===== src/rtl/shifter_pkg.sv =====
// Shared definitions for the shifter datapath and its result serializer.
// Holds the default data width, the serializer state encoding and the parity reduction helper.
package shifter_pkg;

  localparam int unsigned DataWDefault = 32;

  // Widest word the parity helper handles; narrower words are zero-extended.
  localparam int unsigned ParityMaxW = 64;

  typedef enum logic [1:0] {
    StIdle   = 2'd0,
    StShift  = 2'd1,
    StParity = 2'd2
  } ser_state_e;

  function automatic logic xor_reduce(input logic [ParityMaxW-1:0] word);
    return ^word;
  endfunction

endpackage


===== src/rtl/ser_bit_counter.sv =====
// Beat counter for the serializer: synchronous clear, count enable and a terminal flag.
// Clear wins over enable so the count can return to zero on the final beat.
module ser_bit_counter #(
  parameter int unsigned CNT_W = 6,
  parameter int unsigned TERM  = 31
) (
  input  logic clk_i,
  input  logic rst_i,
  input  logic clr_i,
  input  logic en_i,
  output logic term_o
);

  logic [CNT_W-1:0] cnt_q, cnt_d;

  always_comb begin
    cnt_d = cnt_q;
    if (clr_i) begin
      cnt_d = '0;
    end else if (en_i) begin
      cnt_d = cnt_q + CNT_W'(1);
    end
  end

  always_ff @(posedge clk_i or posedge rst_i) begin
    if (rst_i) begin
      cnt_q <= '0;
    end else begin
      cnt_q <= cnt_d;
    end
  end

  assign term_o = (cnt_q == CNT_W'(TERM));

endmodule


===== src/rtl/shift_result_serializer.sv =====
// Captures one shifter result per valid/ready handshake and streams it out one bit per beat.
// Define SER_PARITY_EN to append an even-parity beat after the data beats.
module shift_result_serializer
  import shifter_pkg::*;
#(
  parameter int unsigned DATA_W    = DataWDefault,
  parameter bit          MSB_FIRST = 1'b1,
  parameter int unsigned CNT_W     = $clog2(DATA_W + 1)
) (
  input  logic              clk,
  input  logic              rst,
  input  logic [DATA_W-1:0] in_data,
  input  logic              in_valid,
  output logic              in_ready,
  output logic              ser_out,
  output logic              ser_valid,
  input  logic              ser_ready,
  output logic              ser_last,
  output logic              busy
);

  ser_state_e        state_q, state_d;
  logic [DATA_W-1:0] sreg_q, sreg_d;
  logic              cnt_clr, cnt_en, cnt_term;

`ifdef SER_PARITY_EN
  logic parity_q, parity_d;
`endif

  ser_bit_counter #(
    .CNT_W (CNT_W),
    .TERM  (DATA_W - 1)
  ) u_bit_cnt (
    .clk_i  (clk),
    .rst_i  (rst),
    .clr_i  (cnt_clr),
    .en_i   (cnt_en),
    .term_o (cnt_term)
  );

  always_comb begin
    state_d   = state_q;
    sreg_d    = sreg_q;
    cnt_clr   = 1'b0;
    cnt_en    = 1'b0;
    in_ready  = 1'b0;
    ser_valid = 1'b0;
    ser_out   = 1'b0;
    ser_last  = 1'b0;
`ifdef SER_PARITY_EN
    parity_d  = parity_q;
`endif

    unique case (state_q)
      StIdle: begin
        in_ready = 1'b1;
        if (in_valid) begin
          sreg_d  = in_data;
          cnt_clr = 1'b1;
          state_d = StShift;
`ifdef SER_PARITY_EN
          parity_d = xor_reduce(ParityMaxW'(in_data));
`endif
        end
      end

      StShift: begin
        ser_valid = 1'b1;
        ser_out   = MSB_FIRST ? sreg_q[DATA_W-1] : sreg_q[0];
`ifdef SER_PARITY_EN
        ser_last  = 1'b0;
`else
        ser_last  = cnt_term;
`endif
        if (ser_ready) begin
          sreg_d = MSB_FIRST ? {sreg_q[DATA_W-2:0], 1'b0} : {1'b0, sreg_q[DATA_W-1:1]};
          // Final beat clears instead of incrementing, so the count never reaches DATA_W.
          if (cnt_term) begin
            cnt_clr = 1'b1;
`ifdef SER_PARITY_EN
            state_d = StParity;
`else
            state_d = StIdle;
`endif
          end else begin
            cnt_en = 1'b1;
          end
        end
      end

`ifdef SER_PARITY_EN
      StParity: begin
        ser_valid = 1'b1;
        ser_out   = parity_q;
        ser_last  = 1'b1;
        if (ser_ready) begin
          state_d = StIdle;
        end
      end
`endif

      default: begin
        state_d = StIdle;
      end
    endcase
  end

  always_ff @(posedge clk or posedge rst) begin
    if (rst) begin
      state_q <= StIdle;
      sreg_q  <= '0;
    end else begin
      state_q <= state_d;
      sreg_q  <= sreg_d;
    end
  end

`ifdef SER_PARITY_EN
  always_ff @(posedge clk or posedge rst) begin
    if (rst) begin
      parity_q <= 1'b0;
    end else begin
      parity_q <= parity_d;
    end
  end
`endif

  assign busy = (state_q != StIdle);

endmodule


===== config.mk =====
export PLATFORM = sky130hd
export DESIGN_NAME = shift_result_serializer
export DESIGN_NICKNAME = d
export VERILOG_FILES = /design/src/rtl/shifter_pkg.sv /design/src/rtl/ser_bit_counter.sv /design/src/rtl/shift_result_serializer.sv
export SDC_FILE = /design/constraint.sdc
export NUM_CORES = 1
export LEC_CHECK = 0
export CAP_MARGIN = 15
export CORE_MARGIN = 2
export CORE_UTILIZATION = 45
export DETAILED_ROUTE_END_ITERATION = 12
export PLACE_DENSITY = 0.71
export SLEW_MARGIN = 40
export SYNTH_ARGS = -nofsm -noshare
export SYNTH_HDL_FRONTEND = slang
export SYNTH_SLANG_ARGS = --single-unit

===== constraint.sdc =====
create_clock -name clk -period 2.4 [get_ports clk]
set_input_delay 0.72 -clock clk [delete_from_list [all_inputs] [get_ports clk]]
set_output_delay 0.72 -clock clk [all_outputs]
set_load 0.01 [all_outputs]

**Word-level counts from Yosys, hierarchy flattened**

Index checks and enable logic that the tools add are counted.

- Flip-flop bits (word level): 40
- Input bits: 36
- Output and inout bits: 5
- Word-level logic and storage cells: 35

- Add/sub/neg operators: 1
- Eq/ne operators: 5
- Mux-type cells: 20
- Reduce and logical (&&, ||, !) cells: 6

Operator list:

| kind | count |
|---|---|
| $mux W32 | 2 |
| $pmux W32 S2 | 1 |
| $mux W6 | 2 |
| $mux W1 | 10 |
| $add A6 B1 Y6 const B | 1 |
| $eq A6 B5 Y1 const B | 1 |
| $mux W2 | 3 |
| $ne A2 B2 Y1 const B | 3 |
| $reduce_and A3 Y1 | 2 |
| $reduce_bool A2 Y1 | 3 |
| $pmux W2 S2 | 1 |
| $eq A2 B1 Y1 const B | 1 |
| $logic_not A2 Y1 | 1 |
| $pmux W1 S2 | 1 |

**Longest topological paths before layout**

Gate-level depths: netlist (run 1).

- Depth in word-level cells: 6
- Gate-level depth with buffers: 6
- Mapped depth without buffers: 4

**Hierarchy**

From an unflattened synthesis (run 1), not the netlist that was laid out.

- Cell total of the unflattened synthesis: 178
- Area, all modules: 2098.3 µm²

Modules (own cells, without submodules):

| module | times used | cells each | area an instance (µm²) | sequential area each (µm²) |
|---|---|---|---|---|
| shift_result_serializer | 1 | 151 | 1816.7 | 825.8 |
| ser_bit_counter | 1 | 27 | 281.5 | 150.1 |

**Worst setup path after synthesis (run 1)**

OpenSTA, ideal clock, no wires.

- Kind: reg-to-output
- Start point: reg state_q[0]
- End point: out ser_last
- Arrival: 1.207 ns
- Path slack: 0.473 ns
- Stages on the path, launching flop included: 5
- Cell sequence: dfrtp_1 buf_6 buf_2 inv_2 nor3_1

- Cells in the longest elaborated chain, start to end: 2

Ends and longest elaborated chain:

| item | line | text |
|---|---|---|
| start: declaration | shift_result_serializer.sv:22 | `ser_state_e state_q, state_d;` |
| start signal: assignment | shift_result_serializer.sv:110 | `state_q <= StIdle;` |
| start signal: assignment | shift_result_serializer.sv:113 | `state_q <= state_d;` |
| $eq A2 B1 Y1 | shift_result_serializer.sv:54 | `unique case (state_q)` |
| $mux W1 | shift_result_serializer.sv:54 |  |
| end: declaration | shift_result_serializer.sv:18 | `output logic ser_last,` |

No other way between the ends.

**Worst setup path after layout (run 1)**

- Start point: reg u_bit_cnt.cnt_q[1]
- End point: out ser_last

- Cells in the longest elaborated chain, start to end: 2

Ends and longest elaborated chain:

| item | line | text |
|---|---|---|
| start: declaration | ser_bit_counter.sv:14 | `logic [CNT_W-1:0] cnt_q, cnt_d;` |
| start signal: assignment | ser_bit_counter.sv:29 | `cnt_q <= cnt_d;` |
| $eq A6 B5 Y1 | ser_bit_counter.sv:33 | `assign term_o = (cnt_q == CNT_W'(TERM));` |
| $mux W1 | shift_result_serializer.sv:54 |  |

No other way between the ends.

==> reports/summary.json, run 1 <==
{
  "run_status": "completed",
  "detail_route.drc_violations": 0,
  "worst_ir_drop_vdd_v": 0.000462,
  "crit_fanout": 5,
  "yosysWarningCount": 0,
  "crit_required_ns": 1.68,
  "initial_antenna_violation_count": 0,
  "dp.final_hpwl_um": 2890,
  "clkTransAtPathRegs_ns": 0.07,
  "post-place-ws_ns": 0.169,
  "worstReg2RegEnd": "sreg_q[10]",
  "post_synth_instance_area_um2": 2120,
  "wl_um": 3860,
  "grt_start_max_net_pins": 37,
  "post-route-worst-setup-slack_ns": 0.162,
  "drtAntennaViolNets": 0,
  "worst_hold_path_type": "register to register",
  "routabilityCongestion": 0.804,
  "dpl.cell_count": 268,
  "multiInputGateArea_um2": 987,
  "drv_cap": 0,
  "grt_first_pass_wirelength_um": 6820,
  "rsz0062_at_grt": "no",
  "stdcell_count": 277,
  "area_growth_pct": 24.0,
  "vias_per_cell": 5.23,
  "clock_sink_count": 39,
  "cp-endpoint": "ser_last",
  "max_freq_mhz": 447,
  "die-width_um": 72.7,
  "max-slew-margin-rel_pct": 60.6,
  "post_route_cells_drive_above_1_share_pct": 33.8,
  "muxShareOfSynthArea_pct": 15.7,
  "setup_viol_count_final": 0,
  "drt_iter0_drc": 56,
  "static-leakage-power_nw": 1.32,
  "detail_route.first_pass.iterations": 4,
  "syn_inst": 182,
  "post-route-util_pct": 59.2,
  "yosys.area_share.simple_pct": 12.1,
  "worst_r2r_path_depth": 5,
  "hold-worst-slack_ns": 0.483,
  "htreeDepth": 2,
  "diodes": 0,
  "worst_setup_start_kind": "register",
  "dominant_combinational_cell_family_by_area_after_synthesis": "compound AO/OA/AOI/OAI gates",
  "seqCellArea_um2": 977,
  "via_count_of_the_first_global_routing_pass": 1475,
  "die_y_um": 72.7,
  "number_of_distinct_library_cells_after_synthesis": 31,
  "cts_buf_count": 5,
  "synth_fp_nets": 219,
  "worstSkewPairLatency_ns": 0.29,
  "endpoint_kind": "output port",
  "fillCellCount": 361,
  "timing_max_transition_violations_final": 0,
  "global_route.usage.total_pct": 16.6,
  "die_area_um2": 5280,
  "synthAdderAreaFrac_pct": 0.589,
  "setup_tns_ns": 0,
  "route.vias.total": 1448,
  "synth_area_per_cell_um2": 11.7,
  "grt_remaining_overflow": 0,
  "ys_seq_area_share_pct": 46.0,
  "finalHoldViolCount": 0,
  "finClkSkew_ns": 0.00420,
  "worstMarginPinSlew_ns": 0.590,
  "floorplan.io_pins": 41,
  "initial_core_util_pct": 47.8,
  "nNetsFinal": 261,
  "core_region_area_um2": 4440,
  "finalWorstPathRequiredPeriod_ns": 2.24,
  "yosys.area_share.xor_xnor_pct": 0,
  "power.density_nw_per_um2": 882,
  "clk_root_buf": "sky130_fd_sc_hd__clkbuf_8",
  "clock_path_buffers": 2,
  "postSynthRegisterBits": 39,
  "cp.arrival_ns": 1.52,
  "ff2ff_setup_slack_ns": 0.92,
  "worst_setup_path_startpoint": "u_bit_cnt.cnt_q[1]",
  "tritoncts": "yes",
  "crit_type": "register to output port",
  "rows": 24,
  "drt-wirelength-per-cell_um": 13.9,
  "synth_compound_area_share_pct": 18.0,
  "numPortBuffers": 40,
  "regToRegStartpoint": "state_q[0]",
  "finalCritPeriodShare_pct": 93.3,
  "holdBufCountCts": 0
}
-- where the power goes --
part / leakage [nW] / internal, W / switching, W
Combinational: 0.749 / 0.000379 / 0.000357
Clock: 0.0515 / 0.000262 / 0.000222
Sequential: 0.515 / 0.000906 / 0.000194
Total: 1.32 / 0.00155 / 0.000773
-- registers in the layout, summed over array words and instances (netlist names) --
name             cells
state_q              1
u_bit_cnt.cnt_q      6
sreg_q              32
-- final cells by class --
class	count	area share, %
Sequential cell	39	37.1
Inverter	3	0.428
Clock buffer	8	3.80
Tap cell	52	2.47
Multi-Input combinational cell	126	37.5
Timing Repair Buffer	49	18.7
-- cells in the final DEF, fill, tap and decap left out, drive strengths merged --
cell type	instances
nor2	2
nand4	3
clkdlybuf4s50	39
o22ai	1
nor3	1
a21boi	1
nand3	5
buf	9
a2111o	1
dlygate4sd2	1
a21oi	1
mux2i	32
a32o	1
nand2	35
dfrtp	39
o31ai	1
clkbuf	8
ha	1
a22oi	1
o2bb2a	1
nand2b	1
a31oi	1
and2	1
inv	3
o21ai	36
-- Yosys cell counts (all sizes together) --
| cell | number | share of area, % |
|---|---|---|
| o2bb2a | 1 | 0.94 |
| mux2i | 32 | 16 |
| dfrtp | 39 | 46 |
| nand2b | 1 | 0.29 |
| o21ai | 36 | 14 |
| nor2 | 2 | 0.35 |
| nand4 | 3 | 0.88 |
| o22ai | 1 | 0.29 |
| and2 | 1 | 0.29 |
| a22oi | 1 | 0.35 |
| nand3 | 5 | 1.2 |
| a2111o | 1 | 0.53 |
| nand2 | 35 | 8.9 |
| a32o | 1 | 0.47 |
| ha | 1 | 0.59 |
| buf | 14 | 7.1 |
| a21oi | 1 | 0.24 |
| nor3 | 1 | 0.24 |
| o31ai | 1 | 0.35 |
| a31oi | 1 | 0.29 |
| a21boi | 1 | 0.35 |
| inv | 3 | 0.53 |
-- how the worst min path moves through the flow --
stage                     from          to  slack [ns]  cells past startpoint
global route        sreg_q[31]  sreg_q[31]        0.51                      2
floorplan           sreg_q[31]  sreg_q[31]        0.45                      2
finish              sreg_q[24]  sreg_q[24]        0.48                      2
CTS                 sreg_q[17]  sreg_q[17]        0.49                      2
detailed placement  sreg_q[24]  sreg_q[24]        0.47                      2
global placement    sreg_q[19]  sreg_q[19]        0.46                      2
-- critical path, cell delays in order (launching register included) --
cell,delay [ns]
sky130_fd_sc_hd__dfrtp_1,0.41
sky130_fd_sc_hd__ha_2,0.24
sky130_fd_sc_hd__nand4_1,0.13
sky130_fd_sc_hd__nor3_1,0.16
sky130_fd_sc_hd__dlygate4sd2_1,0.29
-- metal layers --
metal | global-route usage [%] | up-vias | share of wire (%)
met4 | 4.94 | 0 | 1.5
met3 | 4.56 | 8 | 5.7
met1 | 20.0 | 668 | 44
met2 | 29.0 | 40 | 49
met5 | 0 | - | 0
li1 | - | 732 | -
-- cells by family (layout without fill, tap and decap cells) --
kind of cell | count (synthesis) | count (layout)
DFF | 39 | 39
and+or+nand+nor | 48 | 48
muxes | 32 | 32
AOI/OAI and AO/OA | 45 | 45
adders and majority gates | 1 | 1
buffers and inverters | 17 | 60
-- metrics by stage --
stage / cell area (µm²) / total power [W]
final: 2630 / 0.00232
after global routing: 2630 / 0.00249
after CTS: 2630 / 0.00236
after detailed placement: 2520 / 0.00185
after global placement: 2520 / 0.00180
after floorplan: 2120 / 0.00165
-- what timing repair did --
item                                    in CTS  in global routing
endpoints found under the setup margin       1                  0
resized for setup                            2                  0
buffers inserted                             1                  0
Power figures use the tool's default switching activity.
==> run 2: changes to the inputs <==
Settings changed: SYNTH_HIERARCHICAL set to 1.
Clock period 2.4 ns to 2.3 ns, I/O delays scaled along.
==> reports/summary.json, run 2 <==
{
  "synth_area_per_cell": {"value": 11.8, "unit": "µm²", "change": "+1.0%"},
  "crit_slowest_cell": "sky130_fd_sc_hd__dfrtp_1",
  "clkTransAtPathRegs": {"value": 0.07, "unit": "ns", "change": "about the same"},
  "die_area": {"value": 5230, "unit": "µm²", "change": "-1.1%"},
  "crit_type": "register to output port",
  "finClkSkew": {"value": 0.00306, "unit": "ns", "change": "-0.00114 ns"},
  "max_freq_mhz": 458,
  "max-slew-margin-rel": {"value": 60.9, "unit": "%", "change": "+0.35 points"},
  "finalWorstPathRequiredPeriod_ns": 2.18,
  "floorplan.io_pins": {"value": 41, "change": "unchanged"},
  "cp_num_buf_inv": {"value": 1, "change": "unchanged"},
  "clk_root_buf": "sky130_fd_sc_hd__clkbuf_8",
  "clock_path_buffers": {"value": 2, "change": "unchanged"},
  "htreeDepth": {"value": 2, "change": "unchanged"},
  "holdBufCountCts": {"value": 0, "change": "unchanged"},
  "nNetsFinal": {"value": 263, "change": "+0.77%"},
  "drt_iter0_drc": {"value": 89, "change": "+59%"},
  "vias_per_cell": {"value": 5.63, "change": "+7.7%"},
  "worst_r2r_path_depth": {"value": 8, "change": "+3"},
  "number_of_distinct_library_cells_after_synthesis": {"value": 29, "change": "-6.5%"},
  "synth_commonest_cells": "sky130_fd_sc_hd__mux2i_1 (43), sky130_fd_sc_hd__dfrtp_1 (39), sky130_fd_sc_hd__and3_1 (17)",
  "reg.largest.list": "sreg_q x32, u_bit_cnt/cnt_q x6, state_q x1",
  "route.vias.total": {"value": 1565, "change": "+8.1%"},
  "path_delay_family": "flip-flops",
  "cp.arrival": {"value": 1.49, "unit": "ns", "change": "-0.03 ns"},
  "finalCritPeriodShare_pct": 94.8,
  "cts_buf_count": {"value": 5, "change": "unchanged"},
  "endpoint_kind": "output port",
  "via_count_of_the_first_global_routing_pass": {"value": 1652, "change": "+12%"},
  "syn_inst": {"value": 178, "change": "-2.2%"},
  "diodes": {"value": 0, "change": "unchanged"},
  "die-width": {"value": 72.3, "unit": "µm", "change": "-0.56%"},
  "clock_sink_count": {"value": 39, "change": "unchanged"},
  "commonest_cells_after_routing_fill_and_taps_aside": "sky130_fd_sc_hd__mux2i_1 (43), sky130_fd_sc_hd__clkdlybuf4s50_1 (39), sky130_fd_sc_hd__dfrtp_1 (38), sky130_fd_sc_hd__and3_1 (17)",
  "post-place-ws": {"value": 0.0907, "unit": "ns", "change": "-0.0787 ns"},
  "initial_core_util": {"value": 47.5, "unit": "%", "change": "-0.24 points"},
  "hold-path-cell-count": {"value": 1, "change": "-1"},
  "synthMostInstantiatedCell": "sky130_fd_sc_hd__mux2i_1",
  "seqCellArea": {"value": 980, "unit": "µm²", "change": "+0.26%"},
  "grt_start_max_net_pins": {"value": 34, "change": "-8.1%"},
  "ys_seq_area_share": {"value": 46.5, "unit": "%", "change": "+0.55 points"},
  "post-synth-top-area-cell": "sky130_fd_sc_hd__dfrtp_1",
  "post_synth_instance_area": {"value": 2100, "unit": "µm²", "change": "-1.2%"},
  "fillCellCount": {"value": 369, "change": "+2.2%"},
  "numPortBuffers": {"value": 40, "change": "unchanged"},
  "setup_tns": {"value": 0, "unit": "ns", "change": "unchanged"},
  "dp.final_hpwl": {"value": 3030, "unit": "µm", "change": "+4.8%"},
  "routabilityCongestion": {"value": 0.682, "change": "-15%"},
  "max_ffs_per_register": {"value": 32, "change": "unchanged"},
  "rsz0062_at_grt": "no",
  "synth_fp_nets": {"value": 215, "change": "-1.8%"},
  "global_route.usage.total": {"value": 18.7, "unit": "%", "change": "+2.1 points"},
  "synth_async_sr_flop_share": {"value": 100, "unit": "%", "change": "unchanged"},
  "worst_setup_start_kind": "register",
  "worstSkewPairLatency": {"value": 0.28, "unit": "ns", "change": "about the same"},
  "setup_viol_count_final": {"value": 0, "change": "unchanged"},
  "critical_path.max_stage_delay": {"value": 0.37, "unit": "ns", "change": "-0.04 ns"},
  "grt_first_pass_wirelength": {"value": 7530, "unit": "µm", "change": "+10%"},
  "tritoncts": "yes",
  "area_growth_pct": 27.6,
  "crit_fanout": {"value": 3, "change": "-2"},
  "run_status": "completed",
  "crit_path_cell_trace": "ha_2 > nand2_1 > nor3_2 > and2_1 > dlygate4sd2_1",
  "layout.cells.most_common": "sky130_fd_sc_hd__mux2i_1",
  "grt_remaining_overflow": {"value": 0, "change": "unchanged"},
  "detail_route.drc_violations": {"value": 0, "change": "unchanged"},
  "post_route_cells_drive_above_1_share": {"value": 13.7, "unit": "%", "change": "-20 points"},
  "regMostFlops": "sreg_q",
  "drv_cap": {"value": 0, "change": "unchanged"},
  "yosysWarningCount": {"value": 6, "change": "+6"},
  "worst_ir_drop_vdd": {"value": 0.000588, "unit": "V", "change": "+27%"},
  "wl": {"value": 4350, "unit": "µm", "change": "+13%"},
  "crit_required": {"value": 1.61, "unit": "ns", "change": "-0.07 ns"},
  "detail_route.first_pass.iterations": {"value": 4, "change": "unchanged"},
  "multiInputGateArea": {"value": 1030, "unit": "µm²", "change": "+4.2%"},
  "drtAntennaViolNets": {"value": 0, "change": "unchanged"},
  "total_power": {"value": 0.00225, "unit": "W", "change": "-3.1%"},
  "drt-wirelength-per-cell": {"value": 15.6, "unit": "µm", "change": "+12%"},
  "worst_hold_path_type": "register to register",
  "worstSetupPathDepth": {"value": 5, "change": "+1"},
  "post-route-worst-setup-slack": {"value": 0.119, "unit": "ns", "change": "-0.0429 ns"},
  "power.density": {"value": 840, "unit": "nW/µm²", "change": "-4.7%"},
  "dominantRegCellSynth": "sky130_fd_sc_hd__dfrtp_1",
  "die_y": {"value": 72.3, "unit": "µm", "change": "-0.56%"},
  "synth-edff-count": {"value": 0, "change": "unchanged"},
  "synthTopCellsByArea": "sky130_fd_sc_hd__dfrtp_1 (47%), sky130_fd_sc_hd__mux2i_1 (21%), sky130_fd_sc_hd__a211o_1 (6.3%), sky130_fd_sc_hd__and3_1 (5.1%), sky130_fd_sc_hd__and3b_1 (4.2%)",
  "finalHoldViolCount": {"value": 0, "change": "unchanged"},
  "rows": {"value": 24, "change": "unchanged"},
  "core_region_area": {"value": 4410, "unit": "µm²", "change": "-0.68%"},
  "initial_antenna_violation_count": {"value": 0, "change": "unchanged"},
  "timing_max_transition_violations_final": {"value": 0, "change": "unchanged"},
  "area_fraction_of_the_dominant_cell_type_after_synthesis": {"value": 46.5, "unit": "%", "change": "+0.55 points"},
  "static-leakage-power": {"value": 1.58, "unit": "nW", "change": "+20%"},
  "postSynthRegisterBits": {"value": 39, "change": "unchanged"},
  "worstMarginPinSlew": {"value": 0.574, "unit": "ns", "change": "-0.0168 ns"}
}
run 2: cell types whose count changed in the layout (fill, tap and decap cells not counted), moves of 8 or more:
cell                      previous run  this run
sky130_fd_sc_hd__buf_4               7        15
sky130_fd_sc_hd__mux2i_1            31        43
sky130_fd_sc_hd__and3_1              0        17
sky130_fd_sc_hd__o21ai_2            32         0
sky130_fd_sc_hd__a211o_1             0        15
sky130_fd_sc_hd__and3b_1             0        10
sky130_fd_sc_hd__nand2_1            12         4
sky130_fd_sc_hd__nand2_2            23         0
run 2: kinds of logic after synthesis:
kind of cell | count (synthesis) | share of synthesized area [%]
buf+inv | 18 | 4.83
mux | 44 | 21.6
xor+xnor | 4 | 1.67
compound gates | 22 | 8.83
fa+ha+maj | 1 | 0.596
simple gates | 50 | 16.0
flops | 39 | 46.5
run 2: metal layers:
metal | part of all wire, % | vias up | GRT usage, % | routed length, µm
li1 | - | 745 | - | -
met1 | 44 | 785 | 23.0 | 1910
met2 | 50 | 31 | 32.3 | 2190
met3 | 5.0 | 4 | 5.42 | 216
met5 | 0 | - | 0 | 0
met4 | 0.83 | 0 | 4.40 | 36
run 2: where the power goes:
| part | switching [W] | internal (W) |
|---|---|---|
| clock | 0.000215 | 0.000209 |
| combinational | 0.000297 | 0.000402 |
| sequential | 0.000184 | 0.000942 |
| total | 0.000696 | 0.00155 |
run 2: worst paths after layout:
path | start | endpoint | slack [ns]
min reg2reg | sreg_q[7] | sreg_q[7] | 0.48
min in group asynchronous | rst | u_bit_cnt/cnt_q[4] | 0.64
max in group asynchronous | rst | state_q[0] | 1.15
min | sreg_q[7] | sreg_q[7] | 0.48
max reg2reg | u_bit_cnt/cnt_q[1] | u_bit_cnt/cnt_q[5] | 0.44
max | u_bit_cnt/cnt_q[1] | ser_last | 0.12
run 2: repair_timing:
action	in CTS	in global routing
buffers inserted	2	1
gates resized for setup	3	1
hold endpoints to repair	0	0
setup endpoints to repair	1	1
run 2: layout make-up:
cell class | instances | area share (%)
well taps | 52 | 2.43
clock buffers | 7 | 2.85
flip-flops and latches | 39 | 36.6
repair buffers | 56 | 19.3
multi-input cells | 121 | 38.4
inverters | 3 | 0.421
run 2: worst register-to-register path: cells and delay by family, from the launching register on:
kind            cells  cell delay (ns)
compound gates      1             0.18
fa+ha+maj           1             0.20
simple gates        5             0.86
flops               1             0.40
buf+inv             1             0.14
run 2: metrics by stage:
stage               cell area (µm²)  utilization, %  hold WS (ns)  instances
floorplan                      2100               -         0.450        178
global placement               2570            58.3         0.461        268
detailed placement             2570            58.3         0.468        268
CTS                            2670            60.5         0.483        277
global route                   2680            60.7         0.492        278
finish                         2680            60.7         0.479        278
==> run 3: changes to the inputs <==
Settings changed: ABC_AREA set to 1, TNS_END_PERCENT set to 5.
==> reports/summary.json, run 3 <==
{
  "initial_antenna_violation_count": {"value": 0, "change": "unchanged"},
  "postSynthRegisterBits": {"value": 39, "change": "unchanged"},
  "finalCritPeriodShare": {"value": 92.9, "unit": "%", "change": "-1.9 points"},
  "drv_cap": {"value": 0, "change": "unchanged"},
  "htreeDepth": {"value": 2, "change": "unchanged"},
  "hold-path-cell-count": {"value": 2, "change": "+1"},
  "detail_route.first_pass.iterations": {"value": 4, "change": "unchanged"},
  "yosysWarningCount": {"value": 6, "change": "unchanged"},
  "worstSkewPairLatency": {"value": 0.29, "unit": "ns", "change": "about the same"},
  "post_route_cells_drive_above_1_share": {"value": 8.13, "unit": "%", "change": "-5.6 points"},
  "worst_r2r_path_depth": {"value": 12, "change": "+4"},
  "clock_sink_count": {"value": 39, "change": "unchanged"},
  "cell_int_power": {"value": 0.00177, "unit": "W", "change": "+14%"},
  "detail_route.drc_violations": {"value": 0, "change": "unchanged"},
  "cp.arrival": {"value": 1.45, "unit": "ns", "change": "-0.04 ns"},
  "grt_start_max_net_pins": {"value": 34, "change": "unchanged"},
  "drt_iter0_drc": {"value": 152, "change": "+71%"},
  "wl": {"value": 4460, "unit": "µm", "change": "+2.6%"},
  "drt-wirelength-per-cell": {"value": 11.6, "unit": "µm", "change": "-26%"},
  "syn_inst": {"value": 292, "change": "+64%"},
  "commonest_cells_after_routing_fill_and_taps_aside": "sky130_fd_sc_hd__nand2_1 (167), sky130_fd_sc_hd__clkdlybuf4s50_1 (39), sky130_fd_sc_hd__dfrtp_1 (38), sky130_fd_sc_hd__nand3_1 (37), sky130_fd_sc_hd__buf_4 (9)",
  "die-width": {"value": 72.3, "unit": "µm", "change": "about the same"},
  "core_region_area": {"value": 4410, "unit": "µm²", "change": "unchanged"},
  "post_cts_resize_count": {"value": 2, "change": "-1"},
  "worst_ir_drop_vdd": {"value": 0.000503, "unit": "V", "change": "-14%"},
  "post_synth_instance_area": {"value": 2100, "unit": "µm²", "change": "about the same"},
  "p_sw_share": {"value": 33.0, "unit": "%", "change": "+2.0 points"},
  "synth_fp_nets": {"value": 329, "change": "+53%"},
  "dp.final_hpwl": {"value": 2890, "unit": "µm", "change": "-4.4%"},
  "setup_tns": {"value": 0, "unit": "ns", "change": "unchanged"},
  "drtAntennaViolNets": {"value": 0, "change": "unchanged"},
  "max_ffs_per_register": {"value": 32, "change": "unchanged"},
  "postCtsSetupBuffers": {"value": 0, "change": "-2"},
  "post-route-util": {"value": 59.9, "unit": "%", "change": "-0.74 points"},
  "fillCellCount": {"value": 410, "change": "+11%"},
  "setup_viol_count_final": {"value": 0, "change": "unchanged"},
  "crit_required": {"value": 1.61, "unit": "ns", "change": "about the same"},
  "area_growth_pct": 26.1,
  "clk_root_buf": "sky130_fd_sc_hd__clkbuf_8",
  "ys_seq_area_share": {"value": 46.5, "unit": "%", "change": "about the same"},
  "final_design_area_no_fill": {"value": 2650, "unit": "µm²", "change": "-1.2%"},
  "rows": {"value": 24, "change": "unchanged"},
  "area_fraction_of_the_dominant_cell_type_after_synthesis": {"value": 46.5, "unit": "%", "change": "about the same"},
  "route.vias.total": {"value": 1856, "change": "+19%"},
  "post-synth-top-area-cell": "sky130_fd_sc_hd__dfrtp_1",
  "die_y": {"value": 72.3, "unit": "µm", "change": "about the same"},
  "max-slew-margin-rel": {"value": 72.1, "unit": "%", "change": "+11 points"},
  "initial_core_util": {"value": 47.5, "unit": "%", "change": "about the same"},
  "clock_path_buffers": {"value": 2, "change": "unchanged"},
  "layout.cells.most_common": "sky130_fd_sc_hd__nand2_1",
  "timing_max_transition_violations_final": {"value": 0, "change": "unchanged"},
  "synth_async_sr_flop_share": {"value": 100, "unit": "%", "change": "unchanged"},
  "rsz0062_at_grt": "no",
  "endpoint_kind": "output port",
  "routabilityCongestion": {"value": 0.864, "change": "+27%"},
  "run_status": "completed",
  "finalWorstPathRequiredPeriod": {"value": 2.14, "unit": "ns", "change": "-0.0443 ns"},
  "power.density": {"value": 1000, "unit": "nW/µm²", "change": "+19%"},
  "power.share.clock": {"value": 25.6, "unit": "%", "change": "+6.8 points"},
  "synth_area_per_cell": {"value": 7.18, "unit": "µm²", "change": "-39%"},
  "floorplan.io_pins": {"value": 41, "change": "unchanged"},
  "global_route.usage.total": {"value": 19.3, "unit": "%", "change": "+0.63 points"},
  "crit_type": "register to output port",
  "dpl_cell_area": {"value": 2510, "unit": "µm²", "change": "-2.5%"},
  "vias_per_cell": {"value": 4.83, "change": "-14%"},
  "synth-edff-count": {"value": 0, "change": "unchanged"},
  "worstMarginPinSlew": {"value": 0.418, "unit": "ns", "change": "-0.155 ns"},
  "clkTransAtPathRegs": {"value": 0.08, "unit": "ns", "change": "about the same"},
  "die_area": {"value": 5220, "unit": "µm²", "change": "about the same"},
  "pwr-share-seq": {"value": 42.4, "unit": "%", "change": "-7.7 points"},
  "synthTopCellsByArea": "sky130_fd_sc_hd__dfrtp_1 (47%), sky130_fd_sc_hd__nand2_1 (30%), sky130_fd_sc_hd__nand3_1 (8.8%), sky130_fd_sc_hd__buf_6 (2.1%), sky130_fd_sc_hd__buf_2 (1.9%)",
  "finalHoldViolCount": {"value": 0, "change": "unchanged"},
  "dominantRegCellSynth": "sky130_fd_sc_hd__dfrtp_1",
  "reg.largest.list": "sreg_q x32, u_bit_cnt/cnt_q x6, state_q x1",
  "worst_hold_path_type": "register to register",
  "holdBufCountCts": {"value": 0, "change": "unchanged"},
  "crit_fanout": {"value": 8, "change": "+5"},
  "numPortBuffers": {"value": 40, "change": "unchanged"},
  "finClkSkew": {"value": 0.0128, "unit": "ns", "change": "+0.00969 ns"},
  "nNetsFinal": {"value": 368, "change": "+40%"},
  "grt_remaining_overflow": {"value": 0, "change": "unchanged"},
  "max_freq": {"value": 468, "unit": "MHz", "change": "+2.1%"},
  "grt_first_pass_wirelength": {"value": 7920, "unit": "µm", "change": "+5.1%"},
  "number_of_distinct_library_cells_after_synthesis": {"value": 18, "change": "-38%"},
  "net-switching-power": {"value": 0.000873, "unit": "W", "change": "+25%"},
  "regMostFlops": "sreg_q",
  "worst_setup_start_kind": "register",
  "cts_buf_count": {"value": 5, "change": "unchanged"},
  "static-leakage-power": {"value": 1.46, "unit": "nW", "change": "-8.0%"},
  "diodes": {"value": 0, "change": "unchanged"},
  "tritoncts": "yes",
  "combPwrFrac": {"value": 32.0, "unit": "%", "change": "+0.9 points"},
  "synth_commonest_cells": "sky130_fd_sc_hd__nand2_1 (167), sky130_fd_sc_hd__dfrtp_1 (39), sky130_fd_sc_hd__nand3_1 (37)",
  "seqCellArea": {"value": 977, "unit": "µm²", "change": "-0.26%"},
  "multiInputGateArea": {"value": 967, "unit": "µm²", "change": "-6.0%"},
  "via_count_of_the_first_global_routing_pass": {"value": 1826, "change": "+11%"},
  "synthMostInstantiatedCell": "sky130_fd_sc_hd__nand2_1"
}
[run 3: changes by cell type after synthesis, moves of 3 or more]
cell,change
sky130_fd_sc_hd__and3b_1,-10
sky130_fd_sc_hd__nand3_1,+37
sky130_fd_sc_hd__and3b_2,-5
sky130_fd_sc_hd__inv_1,+5
sky130_fd_sc_hd__nor2_2,+3
sky130_fd_sc_hd__mux2i_1,-43
sky130_fd_sc_hd__xor2_1,-3
sky130_fd_sc_hd__a211o_1,-15
sky130_fd_sc_hd__a21oi_1,+3
sky130_fd_sc_hd__and3_1,-17
sky130_fd_sc_hd__nand2_1,+163
sky130_fd_sc_hd__buf_4,+3
[run 3: worst paths after layout]
kind / slack, ns / startpoint / endpoint
setup / recovery: 0.16 / state_q[0] / ser_out
hold / removal: 0.50 / sreg_q[0] / sreg_q[0]
setup reg to reg: 0.66 / u_bit_cnt/cnt_q[1] / u_bit_cnt/cnt_q[5]
hold reg to reg: 0.50 / sreg_q[0] / sreg_q[0]
max in group asynchronous: 1.16 / rst / state_q[0]
min in group asynchronous: 0.64 / rst / u_bit_cnt/cnt_q[1]
[run 3: worst max-delay path, stage by stage (launching register included)]
cell and delay, ns:
sky130_fd_sc_hd__dfrtp_2 0.48, sky130_fd_sc_hd__nand2_1 0.10, sky130_fd_sc_hd__inv_1 0.06, sky130_fd_sc_hd__clkdlybuf4s50_1 0.53
[run 3: through the flow]
| stage | hold WS, ns | setup WS (ns) | power, W | instances |
|---|---|---|---|---|
| 6_report | 0.501 | 0.163 | 0.00265 | 384 |
| 5_1_grt | 0.535 | 0.0939 | 0.00288 | 384 |
| 4_1_cts | 0.505 | 0.0158 | 0.00267 | 384 |
| 3_5_place_dp | 0.487 | 0.0906 | 0.00198 | 376 |
| 3_3_place_gp | 0.484 | 0.0995 | 0.00195 | 376 |
| 2_1_floorplan | 0.469 | 0.611 | 0.00174 | 292 |
[run 3: logic make-up (layout without fill, tap and decap cells)]
| family | Yosys count | in the layout | share of synthesized area, % |
|---|---|---|---|
| xor gates and xnor gates | 1 | 1 | 0.418 |
| AOI/OAI and AO/OA | 6 | 6 | 1.55 |
| DFF | 39 | 39 | 46.5 |
| buffers and inverters | 26 | 66 | 7.58 |
| adders and majority gates | 1 | 1 | 0.597 |
| and+or+nand+nor | 219 | 219 | 43.3 |
[run 3: power groups by stage]
stage / clock network (W) / logic (W) / registers (W)
floorplan: 0 / 0.000648 / 0.00109
global placement: 0 / 0.000831 / 0.00112
detailed placement: 0 / 0.000850 / 0.00113
CTS: 0.000690 / 0.000862 / 0.00112
global route: 0.000727 / 0.000996 / 0.00115
finish: 0.000678 / 0.000846 / 0.00112
[run 3: final cells by class]
type / instances / area share, %
clock buffers: 5 / 2.60
multi-input cells: 227 / 36.6
flip-flops and latches: 39 / 36.9
clock inverters: 3 / 2.55
repair buffers: 49 / 17.5
well taps: 52 / 2.46
inverters: 9 / 1.37
[run 3: routing by layer]
layer  part of all wire, %  routed length [µm]  global-route usage, %
met4                  0.60                  27                   6.92
met5                     0                   0                      0
met2                    47                2090                   30.8
met1                    48                2160                   25.9
met3                   4.1                 182                   4.31
